**src/rtl/ps2_keyboard_rx.sv**
```systemverilog
// PS/2 keyboard receiver: glitch-filtered clock, frame timeout, E0/F0 prefix folding, FIFO.
// Optional saturating error counter enabled by defining PS2_ERR_CNT_EN.
module ps2_keyboard_rx #(
    parameter int unsigned DEPTH_LOG2 = 3,
    parameter int unsigned FILTER_LEN = 4,
    parameter int unsigned TIMEOUT    = 50000
) (
    input  logic       clk,
    input  logic       clr,
    input  logic       ps2_clk,
    input  logic       ps2_data,
    input  logic       rdn,
    output logic [7:0] data,
    output logic       brk,
    output logic       ext,
    output logic       ready,
    output logic       overflow,
    output logic       frame_err,
    output logic [7:0] err_cnt
);

    localparam int unsigned DEPTH = 1 << DEPTH_LOG2;
    localparam int unsigned PW    = DEPTH_LOG2;
    localparam int unsigned CW    = DEPTH_LOG2 + 1;
    localparam int unsigned TW    = $clog2(TIMEOUT + 1);
    localparam int unsigned EW    = 10;

    typedef enum logic {IDLE = 1'b0, RECV = 1'b1} state_t;

    logic          clk_s1, clk_s2, dat_s1, dat_s2;
    logic          filt, strobe;
    logic [3:0]    flt_cnt;
    state_t        state;
    logic [3:0]    bit_cnt;
    logic [9:0]    sr;
    logic [TW-1:0] tcnt;
    logic          ext_p, brk_p;

    logic [EW-1:0] mem [DEPTH];
    logic [PW-1:0] wr_ptr, rd_ptr;
    logic [CW-1:0] count;

    // Two-flop synchronisers; idle bus level is high
    always_ff @(posedge clk) begin
        if (clr) begin
            clk_s1 <= 1'b1;
            clk_s2 <= 1'b1;
            dat_s1 <= 1'b1;
            dat_s2 <= 1'b1;
        end else begin
            clk_s1 <= ps2_clk;
            clk_s2 <= clk_s1;
            dat_s1 <= ps2_data;
            dat_s2 <= dat_s1;
        end
    end

    // Level filter: accept a new clock level after FILTER_LEN consecutive differing samples
    always_ff @(posedge clk) begin
        if (clr) begin
            filt    <= 1'b1;
            flt_cnt <= '0;
            strobe  <= 1'b0;
        end else if (clk_s2 != filt) begin
            if (flt_cnt == 4'(FILTER_LEN - 1)) begin
                filt    <= clk_s2;
                flt_cnt <= '0;
                strobe  <= ~clk_s2;
            end else begin
                flt_cnt <= flt_cnt + 4'd1;
                strobe  <= 1'b0;
            end
        end else begin
            flt_cnt <= '0;
            strobe  <= 1'b0;
        end
    end

    logic          stop_strb, frame_ok, tmo, err_c, byte_ok, push_c, pop_c;
    logic          full, wr_en, drop;
    logic [7:0]    byte_c;
    logic [EW-1:0] new_entry, head_n;
    logic [PW-1:0] rd_n;
    logic [CW-1:0] count_n;

    always_comb begin
        stop_strb = strobe && (state == RECV) && (bit_cnt == 4'd10);
        frame_ok  = ~sr[0] & dat_s2 & (^sr[9:1]);
        tmo       = (state == RECV) && !strobe && (tcnt == TW'(TIMEOUT - 1));
        err_c     = (stop_strb && !frame_ok) || tmo;
        byte_c    = sr[8:1];
        byte_ok   = stop_strb && frame_ok;
        push_c    = byte_ok && (byte_c != 8'hE0) && (byte_c != 8'hF0);
        new_entry = {ext_p, brk_p, byte_c};
        pop_c     = !rdn && ready;
        full      = (count == CW'(DEPTH));
        wr_en     = push_c && (!full || pop_c);
        drop      = push_c && full && !pop_c;
        count_n   = count + CW'(wr_en) - CW'(pop_c);
        rd_n      = rd_ptr + PW'(pop_c);
        // Forward the entry being written when it lands in the next head slot
        head_n    = (wr_en && (wr_ptr == rd_n)) ? new_entry : mem[rd_n];
    end

    // Frame FSM with mid-frame timeout
    always_ff @(posedge clk) begin
        if (clr) begin
            state   <= IDLE;
            bit_cnt <= '0;
            tcnt    <= '0;
            sr      <= '0;
        end else begin
            case (state)
                IDLE: begin
                    tcnt <= '0;
                    if (strobe) begin
                        sr      <= {dat_s2, sr[9:1]};
                        bit_cnt <= 4'd1;
                        state   <= RECV;
                    end
                end
                RECV: begin
                    if (strobe) begin
                        tcnt <= '0;
                        if (bit_cnt == 4'd10) begin
                            bit_cnt <= '0;
                            state   <= IDLE;
                        end else begin
                            sr      <= {dat_s2, sr[9:1]};
                            bit_cnt <= bit_cnt + 4'd1;
                        end
                    end else if (tmo) begin
                        tcnt    <= '0;
                        bit_cnt <= '0;
                        state   <= IDLE;
                    end else begin
                        tcnt <= tcnt + TW'(1);
                    end
                end
                default: state <= IDLE;
            endcase
        end
    end

    // Prefix flags and error pulse
    always_ff @(posedge clk) begin
        if (clr) begin
            ext_p     <= 1'b0;
            brk_p     <= 1'b0;
            frame_err <= 1'b0;
        end else begin
            frame_err <= err_c;
            if (err_c) begin
                ext_p <= 1'b0;
                brk_p <= 1'b0;
            end else if (byte_ok) begin
                if (byte_c == 8'hE0) begin
                    ext_p <= 1'b1;
                end else if (byte_c == 8'hF0) begin
                    brk_p <= 1'b1;
                end else begin
                    ext_p <= 1'b0;
                    brk_p <= 1'b0;
                end
            end
        end
    end

    always_ff @(posedge clk) begin
        if (wr_en) mem[wr_ptr] <= new_entry;
    end

    // FIFO pointers, occupancy and registered head outputs
    always_ff @(posedge clk) begin
        if (clr) begin
            wr_ptr   <= '0;
            rd_ptr   <= '0;
            count    <= '0;
            overflow <= 1'b0;
            ready    <= 1'b0;
            data     <= '0;
            brk      <= 1'b0;
            ext      <= 1'b0;
        end else begin
            if (wr_en) wr_ptr <= wr_ptr + PW'(1);
            rd_ptr <= rd_n;
            count  <= count_n;
            if (drop) overflow <= 1'b1;
            else if (pop_c) overflow <= 1'b0;
            ready <= (count_n != '0);
            if (count_n != '0) {ext, brk, data} <= head_n;
            else {ext, brk, data} <= '0;
        end
    end

`ifdef PS2_ERR_CNT_EN
    always_ff @(posedge clk) begin
        if (clr) err_cnt <= '0;
        else if (err_c && (err_cnt != 8'hFF)) err_cnt <= err_cnt + 8'd1;
    end
`else
    assign err_cnt = 8'h00;
`endif

endmodule

```
**config.mk**
```make
export PLATFORM = sky130hd
export DESIGN_NAME = ps2_keyboard_rx
export DESIGN_NICKNAME = d
export VERILOG_FILES = /design/src/rtl/ps2_keyboard_rx.sv
export SDC_FILE = /design/constraint.sdc
export NUM_CORES = 1
export LEC_CHECK = 0
export CAP_MARGIN = 10
export CORE_MARGIN = 2
export CORE_UTILIZATION = 49
export CTS_CLUSTER_SIZE = 8
export DETAILED_ROUTE_END_ITERATION = 8
export GPL_TIMING_DRIVEN = 1
export PLACE_DENSITY = 0.69
export RECOVER_POWER = 100
export SYNTH_ARGS = -nofsm -noshare
export SYNTH_HDL_FRONTEND = slang
export SYNTH_SLANG_ARGS = --single-unit
```
**constraint.sdc**
```tcl
create_clock -name clk -period 3.5 [get_ports clk]
set_clock_uncertainty 0.05 [all_clocks]
set_input_delay 0.7 -clock clk [delete_from_list [all_inputs] [get_ports clk]]
set_output_delay 0.7 -clock clk [all_outputs]
set_load 0.01 [all_outputs]
```
Word-level counts from Yosys, hierarchy flattened
Memory sizes are Yosys's and may differ from the RTL's. A register that Yosys moved wholly into a read port is not among the register bits.
Cells that the tools add are included.
{ "totals": {"reg_bits": 56, "mem_bits_rw": 80, "in_bits": 5, "out_inout_bits": 21, "wordCells": 105, "memories": 1} }
{ "mem_list": {"columns": ["name", "words", "width", "rd", "rd_clocked_by_memory_dff", "wr", "line", "rtl"], "rows": [
  ["mem", 8, 10, 1, 1, 1, "39", "logic [EW-1:0] mem [DEPTH];"]
]} }
{ "op_classes": {"addsub": 7, "eq_ne": 14, "n_mux": 24, "bitwise_logic": 9, "reduce_logical": 31} }
{ "op_table": {"columns": ["operator", "count"], "rows": [
  ["$mux 16", 2],
  ["$pmux 16 s2", 1],
  ["$mux 10", 3],
  ["$pmux 10 s2", 1],
  ["$add 16x1->16 const B", 1],
  ["$eq 16x16->1 const B", 1],
  ["$eq 8x8->1 const B", 2],
  ["$mux 4", 4],
  ["$ne 8x8->1 const B", 2],
  ["$logic_and 1x1->1", 12],
  ["$mux 1", 11],
  ["$reduce_xor 9->1", 1],
  ["$add 4x1->4 const B", 2],
  ["$eq 4x4->1 const B", 2],
  ["$ne 2x2->1 const B", 4],
  ["$pmux 4 s2", 1],
  ["$reduce_and 2->1", 4],
  ["$not 1->1", 7],
  ["$reduce_or 3->1", 2],
  ["$logic_not 1->1", 5],
  ["$add 4x1->4", 1],
  ["$eq 4x2->1 const B", 1],
  ["$reduce_bool 4->1", 1],
  ["$reduce_or 2->1", 2],
  ["10 further kinds", 12]
]} }

Depth between registers and ports, before layout
{ "depth": {"depth_word": 12, "depth_mapped": 15, "mapped_depth_nobuf": 12} }

Worst setup path before layout
No wires, ideal clock.
{ "synth_timing": {"kind": "register to register", "startpoint": "register sr[8]", "endpoint": "register brk", "setup_time_ns": 0.134, "arrival_time_ns": 3.162, "required_ns": 3.316, "setup_slack_ns": 0.154, "path_stages_with_launch": 15, "path_buffers": 3, "period_less_slack_ns": 3.346, "cell_sequence": "dfxtp_1 ha_1 xnor3_1 xnor2_1 buf_4 buf_2 nand4_1 o21ai_0 ha_1 fa_1 nor3_1 nand4_1 o211ai_1 clkbuf_1 a211oi_1"} }
{ "synth_via": {"elab_chain_cells": 11, "elab_cells_between_ends": 13, "cone_classes": "add/sub (2); eq/ne (2); bitwise (2); reduce/logical (7)"} }
{ "synth_lines": {"columns": ["item", "line", "rtl"], "rows": [
  ["start, declared", "35", "logic [9:0] sr;"],
  ["start signal, assigned", "117", "sr <= {dat_s2, sr[9:1]};"],
  ["start signal, assigned", "129", "sr <= {dat_s2, sr[9:1]};"],
  ["$reduce_xor 9->1", "88", "frame_ok = ~sr[0] & dat_s2 & (^sr[9:1]);"],
  ["$and 1x1->1", "88", null],
  ["$logic_and 1x1->1", "92", "byte_ok = stop_strb && frame_ok;"],
  ["$logic_and 1x1->1", "93", "push_c = byte_ok && (byte_c != 8'hE0) && (byte_c != 8'hF0);"],
  ["$logic_and 1x1->1 (*)", "93", null],
  ["$logic_and 1x1->1 (*)", "97", "wr_en = push_c && (!full || pop_c);"],
  ["$add 4x1->4 (*)", "99", "count_n = count + CW'(wr_en) - CW'(pop_c);"],
  ["$sub 4x1->4 (*)", "99", null],
  ["net count_n[1]", "84", "logic [CW-1:0] count_n;"],
  ["$reduce_bool 4->1 (*)", "191", "if (count_n != '0) {ext, brk, data} <= head_n;"],
  ["$not 1->1 (no line) (*)", null, null],
  ["$reduce_or 2->1 (no line) (*)", null, null],
  ["end signal, assigned", "191", null],
  ["end, declared", "14", "output logic brk,"]
]} }
Mark *: on every way through the listed nets, which the timed path passes. The rest lies on a longest branch.
A chain may end at the register's enable or synchronous reset.

Worst setup path after layout
{ "layout_timing": {"startpoint": "register sr[5]", "endpoint": "register data[0]"} }
{ "layout_via": {"elab_chain_cells": 11, "elab_cells_between_ends": 13, "cone_classes": "add/sub (2); eq/ne (2); bitwise (2); reduce/logical (7)"} }
{ "layout_lines": {"columns": ["item", "line", "rtl"], "rows": [
  ["$reduce_xor 9->1", "88", null],
  ["$and 1x1->1", "88", null],
  ["$logic_and 1x1->1", "92", null],
  ["$logic_and 1x1->1", "93", null],
  ["$logic_and 1x1->1 (*)", "93", null],
  ["$logic_and 1x1->1 (*)", "97", null],
  ["$add 4x1->4 (*)", "99", null],
  ["$sub 4x1->4 (*)", "99", null],
  ["net count_n[1]", "84", null],
  ["$reduce_bool 4->1 (*)", "191", null],
  ["$not 1->1 (no line) (*)", null, null],
  ["$reduce_or 2->1 (no line) (*)", null, null],
  ["end signal, assigned", "191", null],
  ["end, declared", "13", "output logic [7:0] data,"]
]} }
Marked as above.

==> results by group <==
Clock tree
  – CTS tree: yes
  – CTS clock-pin slew for the worst setup and hold paths: approximately 0.06 ns
  – Cell at the root of the clock tree: clkbuf_16
  – PostCTS Resize Cnt: 0
  – Num CTS Buffers: 17
  – Clk_lat worst skew: roughly 0.41 ns
  – Post-CTS Hold Fix Bufs: 0
  – Longest Clk Path Bufs: 2
  – Max H-tree Level: 4
  – Postcts setup bufs: 0
  – Clk sink count: roughly 150

Floorplan
  – Starting utilization of the core area: approximately 51%
  – Standard-cell rows: 40
  – Die ar.: ~0.013 mm2
  – CORE AREA: roughly 0.012 mm2
  – IO Count: 26
  – Die width: between 100 and 150 um
  – Chip height: between 100 and 150 um

Outcome
  – Run status: finished clean

Detailed routing
  – Residual DRC: 0
  – Number of DRC markers after the initial detailed-route iteration: slightly above 300
  – Number of antenna-violating nets in the routed design: 0
  – Number of optimization iterations in the first detailed-route pass: 5
  – Detailed Route WL: around 13000 um
  – Number of vias in the routed layout: ~3.9k
  – Vias/cell: between 5 and 6
  – Avg WL per Cell: 18.50 um

Synth
  – Unique masters post-synth: 54
  – Most used flip-flop cell after synthesis: edfxtp_1
  – Number of enable flip-flop cells after synthesis: 80
  – Part of the Yosys area used for sequential elements: 60.59%
  – Share of async-settable or async-resettable flops after synthesis: 0%
  – Flops & latches, synth: roughly 150
  – Netlist area before placement: ~0.0061 mm2
  – Gate count of the mapped netlist: ~460
  – Yosys warning count: 0
  – Post-synthesis area per instance: between 10 and 15 um2

Timing
  – Final worst path period need: about 3.3 ns
  – Setup repair after global routing missed its margin: false
  – Count of final setup violators: 0
  – Transition at the pin with the smallest max-transition slack: 1.310 ns
  – Ratio of final minimum period to clock period: 94.70%
  – Sum Neg Setup Slack: 0 ns
  – Maximum clock frequency: around 300 MHz
  – Headroom to the max-slew limit: roughly an eighth
  – Final Hold Vio Count: 0
  – Max Transition Viols Final: 0

Global route
  – Pin count of the biggest net entering global routing: 27
  – Residual overflow from global routing: 0
  – Initial antenna violation count: 0
  – Overall Global Routing Usage: roughly 20%
  – Number of global-route vias before repair: between 3k and 4k
  – Wire length of the first global-routing pass: between 15000 and 20000 um

Job
  – Reported max-cap violation count: 0

Critical path
  – Critical Path AT: between 3 and 4 ns
  – Type of origin of the critical path: register
  – Startpoint-to-endpoint class of the critical path: register to register
  – Top fanout value on the critical path: 18
  – Type of element capturing the critical path: register
  – Required time of the critical path: approximately 3.7 ns

Placement
  – PortBufs: 17
  – Detail Placement HPWL: 8229 um
  – Weighted congestion at the end of routability-driven global placement: 0.8235

Worst hold path
  – Kind of path behind the tightest hold check: register to register

Finish
  – Share of the core filled with cells: between 50% and 60%
  – Filler cells: around 1k
  – Diodes inserted: 0
  – Layout overhead on the synthesized area: 15.64%
  – Fraction of layout cells with a size suffix above 1: between 10% and 20%
  – Post-layout net count: 527

Power
  – Peak supply drop: 321.9 uV
  – Total power density per cell area: 640.6 mW/mm2
  – P_leak: about 2.4 nW
power breakdown:
group	leakage, nW	total [mW]	switching (mW)	internal, mW
Clock	0.286	1.71	0.621	1.09
Sequential	1.28	1.92	0.0459	1.88
Combinational	0.849	0.919	0.449	0.470
area by class of cell:
type	count	area (um2)	area share, %
timing repair buffer	45	337.8	4.754
tap	168	210.2	2.958
clock buffer	27	524.3	7.377
inverter	23	86.33	1.215
clock inverter	5	50.05	0.7042
sequential	146	3724	52.39
multi-input combinational	272	2175	30.60
final timing paths:
check	startpoint	to	slack, ns	cells past startpoint
max	sr[5]	data[0]	0.19	14
min	dat_s1	dat_s2	0.36	1
max reg2reg	sr[5]	data[0]	0.19	14
min reg2reg	dat_s1	dat_s2	0.36	1
cell usage in the layout (no fill, tap or decap), types with 5 or more instances in the layout:
cell type	synthesis	final
mux4_2	20	20
or3_1	7	8
nor3_1	7	7
xor2_1	10	10
and3_1	6	6
ha_1	16	16
nand2b_1	5	5
edfxtp_1	80	80
inv_1	23	23
dfxtp_1	66	66
nor2b_1	6	6
a211oi_1	10	10
o21ai_0	7	8
nand3_1	22	22
mux2_2	12	12
a41oi_1	11	11
xnor2_1	7	7
buf_4	9	8
clkbuf_16	0	18
nand2_1	22	22
nor2_1	24	24
dlygate4sd3_1	0	14
nand4_1	7	7
clkbuf_1	10	23
conb_1	1	8
a21oi_1	21	21
logic make-up (layout without fill, tap and decap cells):
group                    after synthesis  count (layout)  share of synthesized area [%]
flip-flops                           146             146                          60.59
AND/OR/NAND/NOR                      128             128                          11.01
AO/OA/AOI/OAI                         67              67                          7.858
buffers and inverters                 53             100                          4.031
multiplexers                          33              33                          9.691
XOR/XNOR                              19              19                          3.176
adder cells (fa/ha/maj)               17              17                          3.583
other                                  1               8                        0.06102
synthesized netlist by cell type (all sizes together), types with 2 or more instances:
| library cell | number | area [um2] |
|---|---|---|
| nand2 | 22 | 82.58 |
| a2111oi | 2 | 17.52 |
| nand3 | 22 | 110.1 |
| nand3b | 3 | 22.52 |
| a21oi | 21 | 105.1 |
| mux2 | 12 | 135.1 |
| xnor2 | 7 | 61.31 |
| and4 | 2 | 17.52 |
| nand4 | 7 | 43.79 |
| a41oi | 11 | 96.34 |
| nor2 | 24 | 90.09 |
| or3 | 8 | 55.05 |
| nor3 | 8 | 45.04 |
| nand2b | 5 | 31.28 |
| a311oi | 4 | 35.03 |
| dfxtp | 66 | 1321 |
| ha | 16 | 200.2 |
| mux4 | 20 | 450.4 |
| xor2 | 10 | 87.58 |
| and2 | 5 | 31.28 |
| or2 | 4 | 25.02 |
| clkbuf | 10 | 37.54 |
| nor2b | 6 | 37.54 |
| buf | 20 | 123.9 |
| or4 | 2 | 15.01 |
| and3 | 6 | 37.54 |
| inv | 23 | 86.33 |
| o21ai | 9 | 52.55 |
| edfxtp | 80 | 2402 |
| a211oi | 10 | 75.07 |
| o211ai | 2 | 15.01 |
through the flow:
step / power (mW) / instances / area (um2) / worst slack, ns / hold WS [ns]
floorplan: 2.576 / 471 / 6172 / 0.1536 / 0.3395
global placement: 2.871 / 654 / 6633 / 0.1901 / 0.3462
detailed placement: 2.906 / 654 / 6633 / 0.1140 / 0.3566
CTS: 4.627 / 686 / 7207 / 0.2330 / 0.3695
global route: 4.747 / 686 / 7107 / 0.009482 / 0.3770
finish: 4.553 / 686 / 7107 / 0.1853 / 0.3642
metal layers:
metal | GRT usage (%) | share of wire (%)
met1 | 25.01 | 41
met4 | 9.524 | 2.4
met3 | 6.015 | 6.7
met5 | 0 | 0
met2 | 33.06 | 50
worst max-delay path, cell delays in order, from the launching register on:
cell	delay, ns
dfxtp_1	0.31
clkbuf_1	0.23
ha_1	0.27
o2111a_1	0.25
nor3_2	0.12
buf_4	0.29
nand4_1	0.11
o21ai_0	0.10
ha_1	0.22
fa_1	0.46
nor3_1	0.19
nand4_1	0.12
o211ai_1	0.11
buf_4	0.24
a211oi_1	0.08
sequential cells by signal (all words and copies together), names as in the netlist, 3 cells and up:
signal   flops
count        4
data         8
rd_ptr       3
flt_cnt      4
wr_ptr       3
bit_cnt      4
mem         80
sr          10
tcnt        16
Note: power is estimated with default switching activity, not from simulation.
